===== src/rtl/noise_sample_down.sv =====
// Decimating I/Q integrator feeding noise_calc: sums N samples per block, then
// rounds, shifts and saturates each block sum to a symmetric 6-bit result.
module noise_sample_down #(
  parameter int unsigned IN_WIDTH  = 4,
  parameter int unsigned ACC_WIDTH = 12
) (
  input  logic                       clk,
  input  logic                       rst,
  input  logic                       enable,
  input  logic                       data_en,
  input  logic signed [IN_WIDTH-1:0] i_data,
  input  logic signed [IN_WIDTH-1:0] q_data,
  input  logic [7:0]                 down_ratio,
  input  logic [2:0]                 round_shift,
  input  logic                       clear_stat,
  output logic                       data_down_en,
  output logic signed [5:0]          i_data_down,
  output logic signed [5:0]          q_data_down,
  output logic                       shift_code,
  output logic [15:0]                sat_count
);

  localparam int unsigned SUM_WIDTH = ACC_WIDTH + 1;
  localparam int unsigned OUT_WIDTH = 6;
  localparam logic signed [SUM_WIDTH-1:0] SAT_MAX = SUM_WIDTH'(31);
  localparam logic signed [SUM_WIDTH-1:0] SAT_MIN = -SAT_MAX;

  logic [7:0]                  cnt;
  logic signed [ACC_WIDTH-1:0] acc_i;
  logic signed [ACC_WIDTH-1:0] acc_q;

  logic                        accept;
  logic                        block_end;
  logic [7:0]                  last_idx;
  logic signed [SUM_WIDTH-1:0] sum_i;
  logic signed [SUM_WIDTH-1:0] sum_q;
  logic [OUT_WIDTH:0]          res_i;
  logic [OUT_WIDTH:0]          res_q;
  logic                        any_sat;

  // Round-half-up arithmetic shift, then clamp to [-31, +31]; MSB flags saturation.
  function automatic logic [OUT_WIDTH:0] round_sat(
    input logic signed [SUM_WIDTH-1:0] sum,
    input logic [2:0]                  s
  );
    logic signed [SUM_WIDTH-1:0] bias;
    logic signed [SUM_WIDTH-1:0] r;
    bias = '0;
    if (s != 3'd0) begin
      bias = SUM_WIDTH'(1) <<< (s - 3'd1);
    end
    r = (sum + bias) >>> s;
    if (r > SAT_MAX) begin
      round_sat = {1'b1, 6'sd31};
    end else if (r < SAT_MIN) begin
      round_sat = {1'b1, -6'sd31};
    end else begin
      round_sat = {1'b0, r[OUT_WIDTH-1:0]};
    end
  endfunction

  // down_ratio of 0 wraps to 255, i.e. a 256-sample block.
  always_comb begin
    last_idx  = down_ratio - 8'd1;
    accept    = enable & data_en;
    block_end = accept & (cnt >= last_idx);
    sum_i     = SUM_WIDTH'(acc_i) + SUM_WIDTH'(i_data);
    sum_q     = SUM_WIDTH'(acc_q) + SUM_WIDTH'(q_data);
    res_i     = round_sat(sum_i, round_shift);
    res_q     = round_sat(sum_q, round_shift);
    any_sat   = res_i[OUT_WIDTH] | res_q[OUT_WIDTH];
  end

  // Block integration and output registers.
  always_ff @(posedge clk or posedge rst) begin
    if (rst) begin
      cnt          <= '0;
      acc_i        <= '0;
      acc_q        <= '0;
      data_down_en <= 1'b0;
      shift_code   <= 1'b0;
      i_data_down  <= '0;
      q_data_down  <= '0;
    end else begin
      data_down_en <= block_end;
      shift_code   <= block_end;
      if (!enable) begin
        cnt   <= '0;
        acc_i <= '0;
        acc_q <= '0;
      end else if (block_end) begin
        cnt         <= '0;
        acc_i       <= '0;
        acc_q       <= '0;
        i_data_down <= res_i[OUT_WIDTH-1:0];
        q_data_down <= res_q[OUT_WIDTH-1:0];
      end else if (accept) begin
        cnt   <= cnt + 8'd1;
        acc_i <= acc_i + ACC_WIDTH'(i_data);
        acc_q <= acc_q + ACC_WIDTH'(q_data);
      end
    end
  end

  // Saturation statistics; clear wins over a coincident increment.
  always_ff @(posedge clk or posedge rst) begin
    if (rst) begin
      sat_count <= '0;
    end else if (clear_stat) begin
      sat_count <= '0;
    end else if (block_end && any_sat && (sat_count != 16'hFFFF)) begin
      sat_count <= sat_count + 16'd1;
    end
  end

endmodule


===== config.mk =====
export PLATFORM = sky130hd
export DESIGN_NAME = noise_sample_down
export DESIGN_NICKNAME = d
export VERILOG_FILES = /design/src/rtl/noise_sample_down.sv
export SDC_FILE = /design/constraint.sdc
export NUM_CORES = 1
export LEC_CHECK = 0
export ABC_CLOCK_PERIOD_IN_PS = 10800
export BUFFER_PORTS_ARGS = -buffer_cell sky130_fd_sc_hd__buf_2
export CAP_MARGIN = 5
export CELL_PAD_IN_SITES_DETAIL_PLACEMENT = 0
export CELL_PAD_IN_SITES_GLOBAL_PLACEMENT = 1
export CORE_MARGIN = 3
export CORE_UTILIZATION = 38
export CTS_CLUSTER_SIZE = 40
export DETAILED_ROUTE_END_ITERATION = 6
export MAX_ROUTING_LAYER = met4
export PLACE_DENSITY_LB_ADDON = 0.3
export SYNTH_ARGS = -nofsm -noshare
export SYNTH_HDL_FRONTEND = slang
export SYNTH_SLANG_ARGS = --single-unit

===== constraint.sdc =====
create_clock -name clk -period 10.8 [get_ports clk]
set_input_delay 2.7 -clock clk [delete_from_list [all_inputs] [get_ports clk]]
set_output_delay 2.7 -clock clk [all_outputs]
set_load 0.05 [all_outputs]

==> results of run 1 <==
-- state kept, by name (all words and copies together), names as in the netlist --
name,cells
sat_count,16
shift_code,1
i_data_down,6
q_data_down,6
acc_i,12
acc_q,12
cnt,8
-- cells in the final DEF (no fill, tap or decap), types with 4 or more instances in the layout --
master	n
sky130_fd_sc_hd__o21bai_1	8
sky130_fd_sc_hd__o21a_1	4
sky130_fd_sc_hd__o21ai_0	26
sky130_fd_sc_hd__a221o_1	5
sky130_fd_sc_hd__nor4_1	5
sky130_fd_sc_hd__a211oi_1	14
sky130_fd_sc_hd__and3_1	10
sky130_fd_sc_hd__nand4_1	7
sky130_fd_sc_hd__xnor2_1	37
sky130_fd_sc_hd__ha_1	57
sky130_fd_sc_hd__dfrtp_1	61
sky130_fd_sc_hd__nor2_1	59
sky130_fd_sc_hd__a21oi_1	40
sky130_fd_sc_hd__o221ai_1	4
sky130_fd_sc_hd__o211a_1	4
sky130_fd_sc_hd__mux2_2	4
sky130_fd_sc_hd__a211o_1	6
sky130_fd_sc_hd__a21o_1	21
sky130_fd_sc_hd__o22ai_1	4
sky130_fd_sc_hd__o211ai_1	9
sky130_fd_sc_hd__nor2b_1	12
sky130_fd_sc_hd__xor2_1	8
sky130_fd_sc_hd__buf_2	53
sky130_fd_sc_hd__a31oi_1	11
sky130_fd_sc_hd__a22o_1	30
sky130_fd_sc_hd__nand2b_1	10
sky130_fd_sc_hd__and2_1	10
sky130_fd_sc_hd__inv_1	71
sky130_fd_sc_hd__nor3_1	13
sky130_fd_sc_hd__mux2_1	5
sky130_fd_sc_hd__nand2_1	55
sky130_fd_sc_hd__or3_1	7
sky130_fd_sc_hd__o31ai_1	7
sky130_fd_sc_hd__nand3_1	33
sky130_fd_sc_hd__fa_1	24
sky130_fd_sc_hd__clkbuf_16	9
-- worst paths after layout --
path,to,start,slack [ns]
max,sat_count[13]$_DFFE_PP0P_,round_shift[2],2.47
min,q_data_down[1]$_DFFE_PP0P_,q_data_down[1]$_DFFE_PP0P_,0.46
max reg2reg,sat_count[13]$_DFFE_PP0P_,acc_i[1]$_DFFE_PP0P_,5.75
min reg2reg,q_data_down[1]$_DFFE_PP0P_,q_data_down[1]$_DFFE_PP0P_,0.46
max in group asynchronous,q_data_down[3]$_DFFE_PP0P_,rst,7.67
min in group asynchronous,sat_count[1]$_DFFE_PP0P_,rst,2.60
-- worst min-delay path: stages, from the launching register on --
cell and delay (ns):
sky130_fd_sc_hd__dfrtp_1 0.33, sky130_fd_sc_hd__nand2_1 0.05, sky130_fd_sc_hd__nand2_1 0.05
-- kinds of logic after synthesis --
| kind of cell | Yosys count | synth area share (%) |
|---|---|---|
| simple gates | 242 | 18.1 |
| compound gates | 238 | 26.6 |
| buf+inv | 107 | 6.24 |
| fa+ha+maj | 81 | 17.8 |
| flops | 61 | 22.8 |
| xor+xnor | 45 | 5.88 |
| mux | 14 | 2.63 |
-- through the flow --
stage	util, %	setup WS [ns]
CTS	43.7	2.51
global route	43.7	1.99
global placement	42.1	2.22
detailed placement	42.1	2.16
finish	43.7	2.47
floorplan	-	2.96
-- cells in the mapped netlist, drive strengths merged (3+ instances only) --
master,instances
a21o,21
o221ai,4
o22a,3
and3,10
nor3,14
nor2b,13
a221o,5
fa,24
a22o,30
nand2b,10
ha,57
nor4,5
or2,3
a211o,6
mux2i,3
o22ai,4
xor2,8
or3,7
nand2,55
dfrtp,61
xnor2,37
buf,9
o21bai,8
a31oi,11
o211ai,11
nand3,33
o31ai,8
o211a,4
o21ba,3
a221oi,4
o21a,4
nand4,7
clkbuf,24
o21ai,27
mux2,9
nor2,60
a2111oi,3
a21oi,40
inv,73
and2,12
a211oi,16
-- final cells by class --
type	instances	share of cell area, %
Clock inverter	7	0.693
Sequential cell	61	20.6
Timing Repair Buffer	56	3.89
Clock buffer	9	3.04
Tap cell	220	3.72
Antenna cell	1	0.0338
Inverter	74	3.75
Multi-Input combinational cell	620	64.3
-- metal layers --
layer	vias up	global-route usage, %	part of all wire (%)
li1	2943	-	-
met1	2914	25.5	49
met2	112	28.6	46
met3	14	2.79	4.1
met4	0	4.48	0.87
met5	-	-	0
-- power breakdown --
group,total [W],switching (W),internal (W)
combinational,0.000584,0.000351,0.000233
clock,0.000273,0.000117,0.000156
sequential,0.000262,0.0000149,0.000247
==> metrics list, run 1 <==
* Delay-heaviest family, CP: compound AO/OA/AOI/OAI gates
* Post-layout minimum cycle time: 8.33 ns
- Area used by sequential logic in the layout: 1530 um^2
- Number of global-route vias before repair: 5,754
* Area of the mapped netlist: 6700 um^2
- Clock transition at the registers of the reported paths: 0.06 ns
- Worst-case hold slack: 0.464 ns
- Total die area: 19,300 um^2
* Critical Setup Path Class: primary input to flop
- A synthesized cell averages 8.50 um^2.
* Cell chain of the critical path: buf_2 -> clkinv_1 -> nor2_1 -> nand2_1 -> fa_1 -> inv_1 -> ha_1 -> and2_4 -> a221oi_2 -> a21oi_1 -> o31ai_2 -> o221ai_1 -> or3_1 -> a211o_1 -> o32a_1 -> o211a_1 -> nand4_1 -> mux2_1
- Post-route insts no fill: 1,048
- Summed over all layers, the routed wires come to 17,400 um.
- The initial utilization of the core area, before any placement, comes to 39.6%.
* Horizontal die dimension: 139 um
- Netlist cell types: 87
- Counting every instance in the synthesized netlist gives 788.
* Total number of clock tree sinks: 61
- The region available for standard cell placement spans 16,900 um^2.
- Post-layout nets: 927
- Once layout is done, the placed cells without fillers occupy 7410 um^2.
* GRT Residual Overflow: 0
* WHS Path Cells: 2
- The tightest min-delay check is of the flop to flop type.
- STA classifies the critical path endpoint as a flop.
- Timing-limited maximum frequency: 0.120 GHz
- Global-route wire length before repair: 29,100 um
- Hold bufs inserted after CTS: 0
- Headroom to the max-slew limit came out at 45.8%.
- For this design the top-level I/O count stands at 54.
- GRT Total Usage: 18.4%
* Die boundary height: 139 um
- Detailed routing inserted a total of 5,983 vias.
* Last weighted congestion value of the routability-driven placer: 0.880
* Mean routed wirelength per cell: 16.6 um
- Post-synth net total: 893
- Input and output buffers added on the ports amount to 53.
* Number of design rule violations left after detail routing: 0
- Setup Skew: 0.00686 ns
- Portion of the clock cycle consumed by the worst path in the final layout: 77.2%
- Largest area contributor in the netlist: sky130_fd_sc_hd__dfrtp_1
- The clock tree synthesis step divided the H-tree into 3 levels.
* Share of synthesized registers carrying an async set or reset: 100%
- The total count of hold-check failures in the final report is 0.
- TritonCTS built the clock tree.
- In this run, synthesis inferred 0 flip-flops with an integrated enable.
- For this run, the number of Yosys warnings is 0.
- Via-to-Cell Ratio: 5.71
- The multi-input combinational cells in the finished layout cover a total of 4760 um^2.
* Number of post-CTS setup repair buffers: 0
- CTS Root Cell: sky130_fd_sc_hd__clkbuf_16
* Share of layout cells above drive strength 1: 12.2%
- First-pass iteration count of the detailed router: 5
- Share of the yosys chip area belonging to registers: 22.8%
- In this run, synthesis produced a sequential element count of 61.
- The first routing iteration left 336 violations.
- Count of max-cap constraint violations: 0
- STA classifies the critical path startpoint as a primary input.
- Total cell area at the placement stage: 7130 um^2
* Path depth of the worst reg2reg path: 16
* Data required time at the worst endpoint: 11.02 ns
* Actual transition at the worst max-transition pin: 0.813 ns
* Outcome: complete, no violations
* Final HPWL from detailed placement: 13,400 um
* Leakage power: 3.51 nW
- The number of antenna violations at the first check in global routing came to 1.
- In this design, the stage delay of the slowest critical-path cell is 0.54 ns.
* Maximum clock insertion buffer count: 2
- On the critical path, the stage with the largest delay is an instance of sky130_fd_sc_hd__fa_1.
* CTS buffer count: 9
- Overall power consumption after layout is estimated at 0.00112 W.
- After detailed placement, the design holds a cell count of 1,031.
- Counting both buffers and inverters, the worst setup path holds a total of 3.
* Final setup viols: 0
* Logic depth of the worst setup path including buffers: 18
- The clock reaches the later pin of the worst-skew pair after 0.34 ns.
* Maximum ir drop on the vdd rail: 0.0819 mV
- Post-CTS repair changed the size of 0 cells.
* Data arrival at the endpoint of the critical path: 8.55 ns
- Ranking of synthesized cells by area: sky130_fd_sc_hd__dfrtp_1 23%, sky130_fd_sc_hd__ha_1 11%, sky130_fd_sc_hd__fa_1 7.2%, sky130_fd_sc_hd__xnor2_1 4.8%, sky130_fd_sc_hd__inv_1 4.0%
- In this run the worst path has a maximum fanout of 29.
* Synth top area share: 22.8%
- Number of max-slew violations in the final report: 0
- Power spread over the standard cell area amounts to 151 nW/um^2.
* Unrepaired setup endpoints after global routing: no
- Post-DRT Antenna Nets: 0
- The layout has 1,719 filler cells.
- Relative to the synthesized area, the layout overhead comes to 10.6%.
- Entering global routing, the biggest net connects 62 pins.
- # rows: 47
* Most common flop cell mapped by yosys: sky130_fd_sc_hd__dfrtp_1
- Total negative slack for setup checks: 0 ns
No activity file was read; power rests on OpenSTA's default activity.
==> run 2, diff against run 1 <==
ABC_CLOCK_PERIOD_IN_PS = 6700   (was 10800)
clock period = 6.7 ns   (was 10.8 ns; I/O delays follow)
==> metrics list, run 2 (synthesis results as in run 1) <==
* Worst-case hold slack: 0.465 ns (was 0.464 ns)
* Final setup viols: 0 (unchanged)
- Setup Skew: 0.0104 ns (was 0.00686 ns)
* Unrepaired setup endpoints after global routing: no (unchanged)
- Post-layout minimum cycle time: 6.23 ns
- The boundary pin count was 54 (unchanged).
- Maximum clock insertion buffer count: 2 (unchanged)
- Based on the critical path, the design can be clocked at up to 0.160 GHz.
* PD cells: 249 nW/um^2 (was 151 nW/um^2)
* Met3 GRT Util: 2.76% (was 2.79%)
* Data arrival at the endpoint of the critical path: 6.46 ns (was 8.55 ns)
- The slew at the pin closest to its max-slew limit is 0.797 ns (was 0.813 ns).
* Outcome: complete, no violations (unchanged)
- First-pass iteration count of the detailed router: 5 (unchanged)
* Top flop regs: sat_count x16, acc_i x12, acc_q x12 (unchanged)
- The register area is 1530 um^2 (unchanged).
- Total power after layout: 0.00190 W (was 0.00112 W)
- The global placer's final weighted congestion is 0.904 (was 0.880).
- Multi-input combinational cell area: 4760 um^2 (unchanged)
* Starting density of the core: 39.6% (unchanged)
- CTS buffer count: 9 (unchanged)
- Area grow syn2layout: 13.9% (was 10.6%)
- The violation count after the first detailed-routing iteration came to 380 (was 336).
- Critical path startpoint: round_shift[0] (was round_shift[2])
* Die boundary height: 139 um (unchanged)
- The total overflow reported by the global router was 0 (unchanged).
* Relative slew slack: 46.9% (was 45.8%)
* Grt met2 use: 27.7% (was 28.6%)
- Leakage power: 3.64 nW (was 3.51 nW)
- Via count of the routed design: 5,937 (was 5,983)
- Portion of the clock cycle consumed by the worst path in the final layout: 93.0%
* Data required time at the worst endpoint: 6.93 ns (was 11.02 ns)
- The H-tree level count was 3 (unchanged).
- Mean routed wirelength per cell: 15.8 um (was 16.6 um)
- The endpoint with the worst hold slack is q_data_down[1]$_DFFE_PP0P_ (unchanged).
* Post-route core utilization: 45.1% (was 43.7%)
* Worst R2R Setup Slack: 1.67 ns (was 5.75 ns)
* Total die area: 19,300 um^2 (unchanged)
- The largest net degree at the start of global routing was 62 (unchanged).
- # rows: 47 (unchanged)
- The startpoint of the lowest-slack register-to-register path is acc_i[1]$_DFFE_PP0P_ (unchanged).
* Critical Setup Path Class: primary input to flop (unchanged)
* Maximum ir drop on the vdd rail: 0.129 mV (was 0.0819 mV)
- Endpoints failing hold: 0 (unchanged)
* Port-buffer cells: 53 (unchanged)
- CTS Root Cell: sky130_fd_sc_hd__clkbuf_16 (unchanged)
- Reg-to-reg endpoint: sat_count[11]$_DFFE_PP0P_ (was sat_count[13]$_DFFE_PP0P_)
* GRT Total Usage: 18.1% (was 18.4%)
* Global-route wire length before repair: 28,800 um (was 29,100 um)
- Via-to-Cell Ratio: 5.54 (was 5.71)
* Clock network latency to the later pin of the worst-skew pair: 0.34 ns (about the same)
- The kind of start point of the critical path was a primary input (unchanged).
* Count of max-cap constraint violations: 0 (unchanged)
- The via count of the first global-routing pass was 5,799 (was 5,754).
- The antenna cell count was 0 (was 1).
- The number of max-slew violations in the final report was 0 (unchanged).
- Most common library cell in the layout ignoring fill and taps: sky130_fd_sc_hd__inv_1 (unchanged)
* Total negative slack for setup checks: 0 ns (unchanged)
- The CTS tree was done (unchanged).
* Fraction of met1 tracks used by global routing: 24.9% (was 25.5%)
- The most heavily used metal layer in global routing is met2 (unchanged).
- The die width came to 139 um (unchanged).
- The clock sink total is 61 (unchanged).
- The critical path capture point type is a flop (unchanged).
- The largest register by flop count was sat_count (unchanged).
- CORE AREA: 16,900 um^2 (unchanged)
- The number of flip-flops under the largest register name was 16 (unchanged).
- Antenna violations before repair: 0 (was 1)
- The fraction of layout cells with a size suffix above 1 was 14.7% (was 12.2%).
- Post-layout nets: 952 (was 927)
* Min-delay src: q_data_down[1]$_DFFE_PP0P_ (unchanged)
- Final HPWL from detailed placement: 13,200 um (was 13,400 um)
- Total Routed Length: 17,000 um (was 17,400 um)
- The post-cts gate resize count was 0 (unchanged).
- The worst hold path stage count came to 2 (unchanged).
- The fill cell instance count of the final layout is 1,701 (was 1,719).
- The count of unresolved DRC violations after routing is 0 (unchanged).
- The residual antenna-violating net count after detailed routing was 0 (unchanged).
* Hold bufs inserted after CTS: 0 (unchanged)
- Maximum fanout along the worst path: 8 (was 29)
- Most used cells in the layout excluding fill and tap cells: 71 x sky130_fd_sc_hd__inv_1, 61 x sky130_fd_sc_hd__dfrtp_1, 59 x sky130_fd_sc_hd__nor2_1 (unchanged).
- Path depth of the worst reg2reg path: 16 (unchanged)
- Number of post-CTS setup repair buffers: 0 (unchanged)
- The type of the worst min-delay path is flop to flop (unchanged).
- The clock slew seen by the registers of the worst setup and hold paths was 0.06 ns (about the same).
## run 2: through the flow
stage,worst slack (ns),std cells,area [um^2]
CTS,0.501,1072,7630
detailed placement,0.143,1056,7310
global placement,0.249,1056,7310
finish,0.466,1072,7630
global route,0.222,1072,7630
floorplan,0.000480,788,6700
## run 2: power by group
part | switching [W] | internal (W) | total, W
sequential | 0.0000243 | 0.000398 | 0.000422
combinational | 0.000560 | 0.000409 | 0.000969
clock | 0.000183 | 0.000325 | 0.000508
## run 2: how the worst max path moves through the flow
stage / endpoint / slack [ns] / cells after the start
3_3_place_gp: sat_count[11]$_DFFE_PP0P_ / 0.25 / 18
4_1_cts: sat_count[11]$_DFFE_PP0P_ / 0.50 / 18
5_1_grt: sat_count[13]$_DFFE_PP0P_ / 0.22 / 18
3_5_place_dp: sat_count[11]$_DFFE_PP0P_ / 0.14 / 18
2_1_floorplan: sat_count[4]$_DFFE_PP0P_ / 0.0005 / 20
6_report: sat_count[11]$_DFFE_PP0P_ / 0.47 / 18
## run 2: layout make-up
cell class              instances  area share (%)
repair buffers                 81            6.23
multi-input cells             620            62.4
clock inverters                 6            1.15
flip-flops and latches         61            20.0
clock buffers                  10            3.00
inverters                      74            3.64
well taps                     220            3.61
## run 2: worst max-delay path, stage by stage
cell                        delay, ns
sky130_fd_sc_hd__buf_2           0.13
sky130_fd_sc_hd__inv_2           0.09
sky130_fd_sc_hd__nand3_1         0.14
sky130_fd_sc_hd__fa_1            0.51
sky130_fd_sc_hd__inv_1           0.04
sky130_fd_sc_hd__ha_1            0.21
sky130_fd_sc_hd__fa_1            0.43
sky130_fd_sc_hd__a211o_1         0.33
sky130_fd_sc_hd__a21o_1          0.18
sky130_fd_sc_hd__and2_0          0.14
sky130_fd_sc_hd__mux4_2          0.51
sky130_fd_sc_hd__a2111oi_1       0.37
sky130_fd_sc_hd__o32ai_1         0.18
sky130_fd_sc_hd__nor4b_2         0.44
sky130_fd_sc_hd__o32a_1          0.28
sky130_fd_sc_hd__o211a_1         0.33
sky130_fd_sc_hd__nand4_1         0.15
sky130_fd_sc_hd__mux2_1          0.33
## run 2: metal layers
metal / vias to the layer above / part of all wire, %
met5: - / 0
met4: 0 / 1.6
met3: 19 / 4.1
met2: 112 / 45
met1: 2807 / 49
li1: 2999 / -
